`src/rtl/ram_wb_arbiter.sv`:
```
// rtl/ram_wb_arbiter.sv - single-port RAM arbiter for sniffer capture and host bridge Wishbone masters
// Optional RAM_ARB_FAIR_EN selects round-robin; default is sniffer priority with a starvation guard.
module ram_wb_arbiter #(
   parameter int ADDR_W    = 14,
   parameter int MAX_BURST = 4
) (
   input  logic              clk_i,
   input  logic              rst_i,
   input  logic [31:0]       snf_addr_i,
   input  logic [31:0]       snf_data_i,
   input  logic [3:0]        snf_sel_i,
   input  logic              snf_we_i,
   input  logic              snf_stb_i,
   input  logic              snf_cyc_i,
   output logic              snf_stall_o,
   output logic              snf_ack_o,
   input  logic [31:0]       hst_addr_i,
   input  logic [31:0]       hst_data_i,
   input  logic [3:0]        hst_sel_i,
   input  logic              hst_we_i,
   input  logic              hst_stb_i,
   input  logic              hst_cyc_i,
   output logic              hst_stall_o,
   output logic              hst_ack_o,
   output logic [31:0]       hst_data_o,
   output logic              ram_en_o,
   output logic              ram_we_o,
   output logic [3:0]        ram_be_o,
   output logic [ADDR_W-1:0] ram_addr_o,
   output logic [31:0]       ram_data_o,
   input  logic [31:0]       ram_q_i
);

   typedef enum logic {GNT_SNF = 1'b0, GNT_HST = 1'b1} gnt_e;

   logic       req_s, req_h, gnt_s, gnt_h, tie_snf;
   gnt_e       last_gnt_q, last_gnt_d;
   logic [7:0] starve_cnt_q, starve_cnt_d;
   logic       snf_ack_q, hst_ack_q;
   logic       unused_addr_bits;

   assign req_s = snf_cyc_i & snf_stb_i;
   assign req_h = hst_cyc_i & hst_stb_i;

`ifdef RAM_ARB_FAIR_EN
   assign tie_snf      = (last_gnt_q == GNT_HST);
   assign starve_cnt_d = '0;
`else
   // Host waits at most MAX_BURST contended sniffer beats before it gets a slot.
   assign tie_snf = (starve_cnt_q != 8'(MAX_BURST));
   always_comb begin
      starve_cnt_d = starve_cnt_q;
      if (gnt_h || !req_h)
         starve_cnt_d = '0;
      else if (gnt_s)
         starve_cnt_d = starve_cnt_q + 8'd1;
   end
`endif

   always_comb begin
      gnt_s = 1'b0;
      gnt_h = 1'b0;
      if (!rst_i) begin
         if (req_s && req_h) begin
            gnt_s = tie_snf;
            gnt_h = !tie_snf;
         end else begin
            gnt_s = req_s;
            gnt_h = req_h;
         end
      end
   end

   always_comb begin
      last_gnt_d = last_gnt_q;
      if (gnt_s)
         last_gnt_d = GNT_SNF;
      else if (gnt_h)
         last_gnt_d = GNT_HST;
   end

   always_ff @(posedge clk_i) begin
      if (rst_i) begin
         last_gnt_q   <= GNT_HST;
         starve_cnt_q <= '0;
         snf_ack_q    <= 1'b0;
         hst_ack_q    <= 1'b0;
      end else begin
         last_gnt_q   <= last_gnt_d;
         starve_cnt_q <= starve_cnt_d;
         snf_ack_q    <= gnt_s;
         hst_ack_q    <= gnt_h;
      end
   end

   // An ack still pending when reset rises is hidden for the reset cycle as well.
   assign snf_ack_o   = snf_ack_q & ~rst_i;
   assign hst_ack_o   = hst_ack_q & ~rst_i;
   assign snf_stall_o = rst_i | (req_s & ~gnt_s);
   assign hst_stall_o = rst_i | (req_h & ~gnt_h);
   assign hst_data_o  = ram_q_i;

   assign ram_en_o   = gnt_s | gnt_h;
   assign ram_we_o   = gnt_s ? snf_we_i : (gnt_h & hst_we_i);
   assign ram_be_o   = gnt_s ? snf_sel_i : hst_sel_i;
   assign ram_addr_o = gnt_s ? snf_addr_i[ADDR_W+1:2] : hst_addr_i[ADDR_W+1:2];
   assign ram_data_o = gnt_s ? snf_data_i : hst_data_i;

   assign unused_addr_bits = ^{snf_addr_i[31:ADDR_W+2], snf_addr_i[1:0],
                               hst_addr_i[31:ADDR_W+2], hst_addr_i[1:0]};

endmodule

```
`config.mk`:
```
export PLATFORM = sky130hd
export DESIGN_NAME = ram_wb_arbiter
export DESIGN_NICKNAME = d
export VERILOG_FILES = /design/src/rtl/ram_wb_arbiter.sv
export SDC_FILE = /design/constraint.sdc
export NUM_CORES = 1
export LEC_CHECK = 0
export BUFFER_PORTS_ARGS = -buffer_cell sky130_fd_sc_hd__clkbuf_2
export CELL_PAD_IN_SITES_DETAIL_PLACEMENT = 0
export CELL_PAD_IN_SITES_GLOBAL_PLACEMENT = 1
export CORE_AREA = 3 3 101 103
export CTS_CLUSTER_DIAMETER = 60
export DETAILED_ROUTE_END_ITERATION = 7
export DIE_AREA = 0 0 104 106
export MAX_ROUTING_LAYER = met4
export PLACE_DENSITY = 0.9
export SLEW_MARGIN = 10
export SYNTH_ARGS = -nofsm -noshare
export SYNTH_HDL_FRONTEND = slang
export SYNTH_SLANG_ARGS = --single-unit
```
`constraint.sdc`:
```
create_clock -name clk_i -period 2.7 [get_ports clk_i]
set_input_delay 0.135 -clock clk_i [delete_from_list [all_inputs] [get_ports clk_i]]
set_output_delay 0.135 -clock clk_i [all_outputs]
set_load 0.1 [all_outputs]
```
* Yosys cells after proc, flatten, opt, wreduce, memory -nomap -nowiden
Index checks and enable logic that the tools add are counted. W data, S select, Z words.
Storage, ports and cells: flip-flop bits (word level) 10, input bits 176, word-level logic and storage cells 31, output and inout port bits 88
Cells by class: $add $sub $neg 1, reduce and logical (&&, ||, !) cells 5, muxes and demuxes 8, bitwise gates (word level) 13, equality and inequality tests 1
Operators by type and width (number):
- $mux W32 | 1
- $mux W14 | 1
- $add A8 B1 Y8 const B | 1
- $ne A8 B3 Y1 const B | 1
- $and A1 B1 Y1 | 7
- $mux W1 | 5
- $mux W4 | 1
- $not A1 Y1 | 3
- $or A1 B1 Y1 | 3
- $logic_not A1 Y1 | 2
- $reduce_or A2 Y1 | 1
- $logic_and A1 B1 Y1 | 1
- $logic_or A1 B1 Y1 | 1

* Longest topological paths before layout
Gate-level depths: netlist (run 1).
depth after elaboration 7, mapped depth 6, mapped depth without buffers 5

* Worst setup path before layout (run 1)
Ideal clock, no wire load.
kind register -> output, start register starve_cnt_q[0], end output port snf_stall_o, path slack 0.158 ns, path buffers 0, data required time 2.565 ns, arrival 2.407 ns, stages on the path, launching flop included 6, path through dfxtp_1 > inv_1 > ha_1 > nor4b_4 > nand3_1 > o21bai_1
On the way: word-level cells in the longest chain between the ends 6
Ends and longest elaborated chain:
- from (decl) | line 38 | logic [7:0] starve_cnt_q, starve_cnt_d;
- from (signal assigned) | line 90 | starve_cnt_q <= starve_cnt_d;
- $ne A8 B3 Y1 | line 50 | assign tie_snf = (starve_cnt_q != 8'(MAX_BURST));
- $mux W1 | line 64 | if (req_s && req_h) begin
- $mux W1 | line 63 | if (!rst_i) begin
- $not A1 Y1 | line 99 | assign snf_stall_o = rst_i | (req_s & ~gnt_s);
- $and A1 B1 Y1 | line 99
- $or A1 B1 Y1 | line 99
- to (decl) | line 15 | output logic snf_stall_o,
Every way passes these cells.

* Worst setup path after layout (run 1)
start register starve_cnt_q[0], end output port ram_data_o[16]
On the way: word-level cells in the longest chain between the ends 4
Ends and longest elaborated chain:
- $ne A8 B3 Y1 | line 50
- $mux W1 | line 64
- $mux W1 | line 63
- $mux W32 | line 107 | assign ram_data_o = gnt_s ? snf_data_i : hst_data_i;
- to (decl) | line 30 | output logic [31:0] ram_data_o,
Every way passes these cells.

==> key figures, run 1 <==
Logic synthesis
  • Top_reg_cell synth: dfxtp_1
  • Largest cells by area after synthesis: mux2_4 46%, buf_4 15%, dfxtp_1 13%
  • Async SR Flop Fraction: 0%
  • Synth warnings: 0
  • Area fraction of the dominant cell type after synthesis: roughly 46%
  • Avg Cell Area, Syn: approximately 11 sq um
  • Post-Synthesis Cells: around 150
  • Post-synthesis net count: about 320
  • Sequential area share after synthesis: 12.7%
  • Yosys reg bits: 10
  • Yosys top cell by area: mux2_4
  • Number of library cell types mapped by synthesis: 29
  • EDFF count, synth: 0
  • Mapped cell area: 1580 sq um

Critical path
  • Worst Path Required: about 2600 ps
  • Startpoint types: flip-flop
  • Critical Path Sink: ram_data_o[16]
  • CP Launch Point: starve_cnt_q[0]$_SDFFE_PP0N_
  • Cells on worst reg2reg path: 5
  • Reg2reg start: starve_cnt_q[0]$_SDFFE_PP0N_
  • Data arrival, critical path: ~2400 ps
  • Reg-to-Reg End: snf_ack_q$_SDFF_PP0_
  • R2R setup slack: between 1000 and 1500 ps
  • Crit end category: output port
  • CP Max Fanout: 23
  • CP Class: reg2out

Timing
  • Hold Vio Cnt, Final: 0
  • Tightest Pin Transition: 555 ps
  • Setup TNS: 0 ps
  • Slew HR: 63.1%
  • Tmin final: approximately 2600 ps
  • Fin crit share: a little over nine tenths
  • Min Hold Slack: ~270 ps
  • RSZ-0062 raised after global routing: false
  • Max Clock Skew: around 0.85 ps
  • Pins Over Slew Limit: 0
  • Fmax: approximately 400 MHz
  • Final worst slack: 138 ps
  • Setup violators final: 0

Layout
  • Fillers: 1,035
  • Layout cells sized above 1: between 80% and 90%
  • Net count, final: ~460
  • Footprint of the multi-input gates: roughly 1100 sq um
  • FF+latch area: about 200 sq um
  • ANT cells: 0
  • Commonest non-fill, non-tap cell in the layout: clkbuf_2
  • Area grow syn2layout: 50.3%
  • Final cell count without fillers: about 410
  • Most frequent cells in the layout: 161 x clkbuf_2, 48 x mux2_4, 10 x dfxtp_1

Detailed routing
  • Drt first pass iters: 4
  • Initial drt markers: just under 50
  • # DRC: 0
  • Antenna viol nets, final: 0
  • Vias per cell: 3.88
  • DR vias: 1,595
  • Routed WL: around 5.3 mm
  • Wire length per cell: between 10 and 15 microns

GRT
  • Initial antenna violation count: 0
  • First-pass GRT wire length: ~7.6 mm
  • Number of global-route vias before repair: ~1,600
  • Global routing usage on met2: between 10% and 20%
  • Grt met1 use: approximately 9%
  • Met3 usage: 4.37%
  • Busiest grt layer: met2
  • Largest net degree at the start of global routing: 24
  • Grt total ovfl: 0
  • Gr usage total: about 8.8%

Place
  • Dpl ws: roughly 320 ps
  • Post-Place Cells: 407
  • # port buffers: approximately 160
  • Post-DP HPWL: 4.76 mm
  • Gpl congestion: around 0.7

Clock tree
  • CTS HTree Levels: 1
  • Bufs on Longest Clock Path: 2
  • TritonCTS clock tree: built
  • Number of CTS-inserted buffers: 3
  • Later-pin clock latency in the skew report: approximately 240 ps
  • Worst-path clk slew: 50 ps
  • CTS Hold Bufs: 0
  • CTS Sinks: 10
  • Setup bufs post-CTS: 0
  • Root buf cell: clkbuf_8

Run status
  • Outcome: finished, final reports clean

Pwr
  • VDD IR max: 0.000304 V
  • PwrDens: around 440 nW/um^2
  • P_leak: 0.00127 uW

Hold path
  • HP Class: in2out

Die
  • Rows: 35
  • Initial core utilization: approximately 17%
  • Die Span X: between 100 and 150 microns
  • Top Ports: around 260
  • Height of the die: 106 microns
  • Area of the die: about 11,000 sq um
  • Core area: between 9000 and 10,000 sq um

Run
  • # Max-Cap Violations: 0
-- flip-flops by register name, summed over array words and instances, names as in the netlist --
| register | flops |
|---|---|
| hst_ack_q | 1 |
| snf_ack_q | 1 |
| starve_cnt_q | 8 |
-- cell type report --
cell class	count	area share, %
clock buffers	4	2.32
inverters	2	0.317
flip-flops and latches	10	8.44
repair buffers	169	36.8
multi-input cells	97	45.3
well taps	129	6.81
-- kinds of logic (layout without fill, tap and decap cells) --
| kind of cell | after synthesis | after routing | share of synthesized area [%] |
|---|---|---|---|
| adder cells (fa/ha/maj) | 2 | 2 | 1.59 |
| XOR/XNOR | 1 | 1 | 0.555 |
| multiplexers | 50 | 50 | 47.1 |
| AO/OA/AOI/OAI | 19 | 19 | 8.49 |
| AND/OR/NAND/NOR | 25 | 25 | 10.3 |
| flip-flops | 10 | 10 | 12.7 |
| buffers and inverters | 39 | 175 | 19.3 |
-- cell usage after synthesis (all sizes together) (2+ instances only) --
cell / instances
a21oi: 8
and2: 2
buf: 37
dfxtp: 10
ha: 2
inv: 2
mux2: 50
nand2: 4
nand3: 3
nor2: 4
nor2b: 2
o21ai: 3
o31ai: 2
or3: 3
or4: 2
-- worst min path at each step --
| stage | startpoint | endpoint | slack, ps | cells after the start |
|---|---|---|---|---|
| 2_1_floorplan | rst_i | hst_ack_q$_SDFF_PP0_ | 350 | 2 |
| 3_3_place_gp | ram_q_i[22] | hst_data_o[22] | 270 | 0 |
| 3_5_place_dp | ram_q_i[22] | hst_data_o[22] | 270 | 0 |
| 4_1_cts | ram_q_i[22] | hst_data_o[22] | 270 | 0 |
| 5_1_grt | ram_q_i[10] | hst_data_o[10] | 270 | 0 |
| 6_report | ram_q_i[7] | hst_data_o[7] | 270 | 0 |
-- worst max-delay path, stage by stage (launching register included) --
cell      delay (ps)
dfxtp_1          340
inv_1             70
ha_1             150
nor4b_4          380
a31oi_4          290
buf_12           260
mux2_4           310
clkbuf_2         370
-- what timing repair did --
action,in CTS,in global routing
endpoints found under the hold margin,0,0
setup endpoints to repair,0,26
gates resized for setup,0,2
-- power breakdown --
group / switching [uW] / leakage, uW / internal, uW
combinational: 518 / 0.00116 / 179
clock: 60.6 / 0.0000288 / 128
sequential: 0.709 / 0.0000809 / 149
-- metrics by stage --
step	utilization, %	instance area (sq um)	total power (uW)
floorplan	-	1580	940
global placement	24.9	2320	848
detailed placement	24.9	2320	853
CTS	25.5	2370	1050
global route	25.5	2370	1070
finish	25.5	2370	1040
-- routing by layer --
metal / routed length (microns) / vias up
met4: 78 / 0
met1: 2000 / 673
li1: - / 771
met3: 764 / 6
met5: 0 / -
met2: 2460 / 145
No activity file was read; power rests on OpenSTA's default activity.
==> inputs of run 2 (changes only) <==
Settings changed: GPL_TIMING_DRIVEN set to 0.
==> key figures, run 2 (synthesis gave the netlist of run 1 again) <==
Run status
  • Outcome: finished, final reports clean

Place
  • Post-DP HPWL: 5.52 mm (+16%)
  • Gpl congestion: 0.739 (+2.7%)
  • # port buffers: 195 (+20%)

Timing
  • Hold Vio Cnt, Final: 0 (unchanged)
  • Slew HR: 62.8% (-0.33 points)
  • Setup violators final: 0 (unchanged)
  • RSZ-0062 raised after global routing: false
  • Fmax: 394 MHz (+0.95%)
  • Tightest Pin Transition: 560 ps (+4.90 ps)
  • Min Hold Slack: 325 ps (+55.0 ps)
  • Fin crit share: 94.0% (-0.89 points)
  • Pins Over Slew Limit: 0 (unchanged)
  • Tmin final: 2540 ps (-24.1 ps)
  • Max Clock Skew: 0.505 ps (-0.346 ps)
  • Setup TNS: 0 ps (unchanged)

Clock tree
  • TritonCTS clock tree: built
  • Bufs on Longest Clock Path: 2 (unchanged)
  • CTS Sinks: 10 (unchanged)
  • PostCTS Resize Cnt: 0 (unchanged)
  • CTS HTree Levels: 1 (unchanged)
  • Later-pin clock latency in the skew report: 240 ps (about the same)
  • Worst-path clk slew: 50 ps (about the same)
  • Root buf cell: clkbuf_8
  • CTS Hold Bufs: 0 (unchanged)
  • Setup bufs post-CTS: 0 (unchanged)
  • Number of CTS-inserted buffers: 3 (unchanged)

Critical path
  • Largest stage delay, worst path: 380 ps (about the same)
  • Data arrival, critical path: 2400 ps (-30 ps)
  • R2R setup slack: 1110 ps (+20 ps)
  • Crit path cell chain: inv_1 > ha_1 > nor4b_4 > a31oi_4 > buf_6 > mux2_4 > clkbuf_2
  • Top delay family on crit path: buffers and inverters
  • Critical Path Slowest Stage Cell: nor4b_4
  • WP depth: 7 (unchanged)
  • Crit end category: output port
  • Cells on worst reg2reg path: 5 (unchanged)
  • Startpoint types: flip-flop
  • Worst Path Required: 2570 ps (about the same)
  • CP Buf/Inv Count: 3 (unchanged)
  • CP Class: reg2out
  • Reg2reg start: starve_cnt_q[0]$_SDFFE_PP0N_
  • CP Max Fanout: 10 (-57%)
  • Reg-to-Reg End: snf_ack_q$_SDFF_PP0_

Layout
  • Biggest regs: starve_cnt_q (8), hst_ack_q (1), snf_ack_q (1)
  • Layout cells sized above 1: 84.1% (+3.6 points)
  • Largest register FFs: 8 (unchanged)
  • Most frequent cells in the layout: 189 x clkbuf_2, 48 x mux2_4, 32 x buf_4
  • Area grow syn2layout: 75.6%
  • Fillers: 1,019 (-1.5%)
  • ANT cells: 0 (unchanged)
  • Net count, final: 524 (+14%)
  • Biggest register: starve_cnt_q
  • Commonest non-fill, non-tap cell in the layout: clkbuf_2

GRT
  • Largest net degree at the start of global routing: 11 (-54%)
  • Grt met1 use: 11.2% (+1.9 points)
  • Busiest grt layer: met2
  • First-pass GRT wire length: 8.94 mm (+17%)
  • Met3 usage: 2.49% (-1.9 points)
  • Initial antenna violation count: 0 (unchanged)
  • Grt total ovfl: 0 (unchanged)
  • Number of global-route vias before repair: 1,807 (+15%)
  • Global routing usage on met2: 18.0% (+3.4 points)
  • Gr usage total: 10.1% (+1.3 points)

Pwr
  • Comb power frac: 73.4% (+6.1 points)
  • Clk pwr share: 14.9% (-3.3 points)
  • Net Sw Frac: 61.0% (+5.1 points)
  • Sequential share of power: 11.7% (-2.8 points)
  • P_int: 501 uW (+9.6%)
  • Sw Pwr: 783 uW (+35%)
  • PwrDens: 463 nW/um^2 (+6.0%)
  • P_leak: 0.00155 uW (+22%)
  • VDD IR max: 0.000174 V (-43%)

Detailed routing
  • Drt first pass iters: 4 (unchanged)
  • Wire length per cell: 12.8 microns (-0.76%)
  • Antenna viol nets, final: 0 (unchanged)
  • Vias per cell: 3.82 (-1.5%)
  • Routed WL: 6.07 mm (+14%)
  • DR vias: 1,812 (+14%)
  • # DRC: 0 (unchanged)
  • Initial drt markers: 52 (+6.1%)

Hold path
  • WHS Path Cells: 3 (+3)
  • Min-delay src: rst_i
  • HP Class: in2reg
  • Hold Path Sink: hst_ack_q$_SDFF_PP0_

Die
  • Core area: 9280 sq um (unchanged)
  • Height of the die: 106 microns (unchanged)
  • Die Span X: 104 microns (unchanged)
  • Area of the die: 11,000 sq um (unchanged)
  • Initial core utilization: 17.0% (unchanged)
  • Rows: 35 (unchanged)
  • Top Ports: 264 (unchanged)

Run
  • # Max-Cap Violations: 0 (unchanged)
==> run 2: cell count changes in the layout (fill, tap and decap cells not counted) <==
cell,before,now
buf_2,2,6
clkbuf_2,161,189
buf_4,5,32
buf_6,0,5
buf_12,1,0
==> run 2: through the flow <==
| step | worst slack, ps | instances | cell area, sq um | power, uW | utilization, % |
|---|---|---|---|---|---|
| floorplan | 158 | 146 | 1580 | 940 | - |
| global route | 0.425 | 474 | 2770 | 1330 | 29.8 |
| detailed placement | 362 | 470 | 2720 | 1100 | 29.2 |
| global placement | 361 | 470 | 2720 | 1090 | 29.2 |
| CTS | 74.2 | 474 | 2770 | 1290 | 29.8 |
| finish | 162 | 474 | 2770 | 1280 | 29.8 |
==> run 2: worst max-delay path by stage <==
stage	from	endpoint
floorplan	starve_cnt_q[0]$_SDFFE_PP0N_	snf_stall_o
global placement	starve_cnt_q[0]$_SDFFE_PP0N_	ram_data_o[4]
detailed placement	starve_cnt_q[0]$_SDFFE_PP0N_	ram_data_o[4]
CTS	starve_cnt_q[0]$_SDFFE_PP0N_	ram_data_o[4]
global route	starve_cnt_q[0]$_SDFFE_PP0N_	ram_data_o[22]
finish	starve_cnt_q[0]$_SDFFE_PP0N_	ram_data_o[11]
==> run 2: final cells by class <==
cell class	count	area [sq um]	share of cell area, %
Sequential cell	10	200	7.23
Buffer	37	297	10.7
Inverter	2	7.51	0.271
Clock buffer	4	55.1	1.99
Tap cell	129	161	5.83
Timing Repair Buffer	195	976	35.2
Multi-Input combinational cell	97	1070	38.8
==> run 2: per-layer routing <==
| layer | up-vias | wire (microns) |
|---|---|---|
| met5 | - | 0 |
| met1 | 790 | 2270 |
| met4 | 0 | 72 |
| met2 | 122 | 3130 |
| li1 | 895 | - |
| met3 | 5 | 587 |
==> run 2: power groups by stage <==
| stage | sequential (uW) | clock [uW] | combinational, uW |
|---|---|---|---|
| finish | 150 | 191 | 942 |
| global route | 150 | 208 | 970 |
| CTS | 150 | 196 | 947 |
| detailed placement | 153 | 0 | 946 |
| global placement | 153 | 0 | 941 |
| floorplan | 153 | 0 | 787 |
==> run 2: worst min-delay path, delay by kind of cell <==
family | cells | cell delay [ps]
buffers and inverters | 1 | 160
and+or+nand+nor | 2 | 230
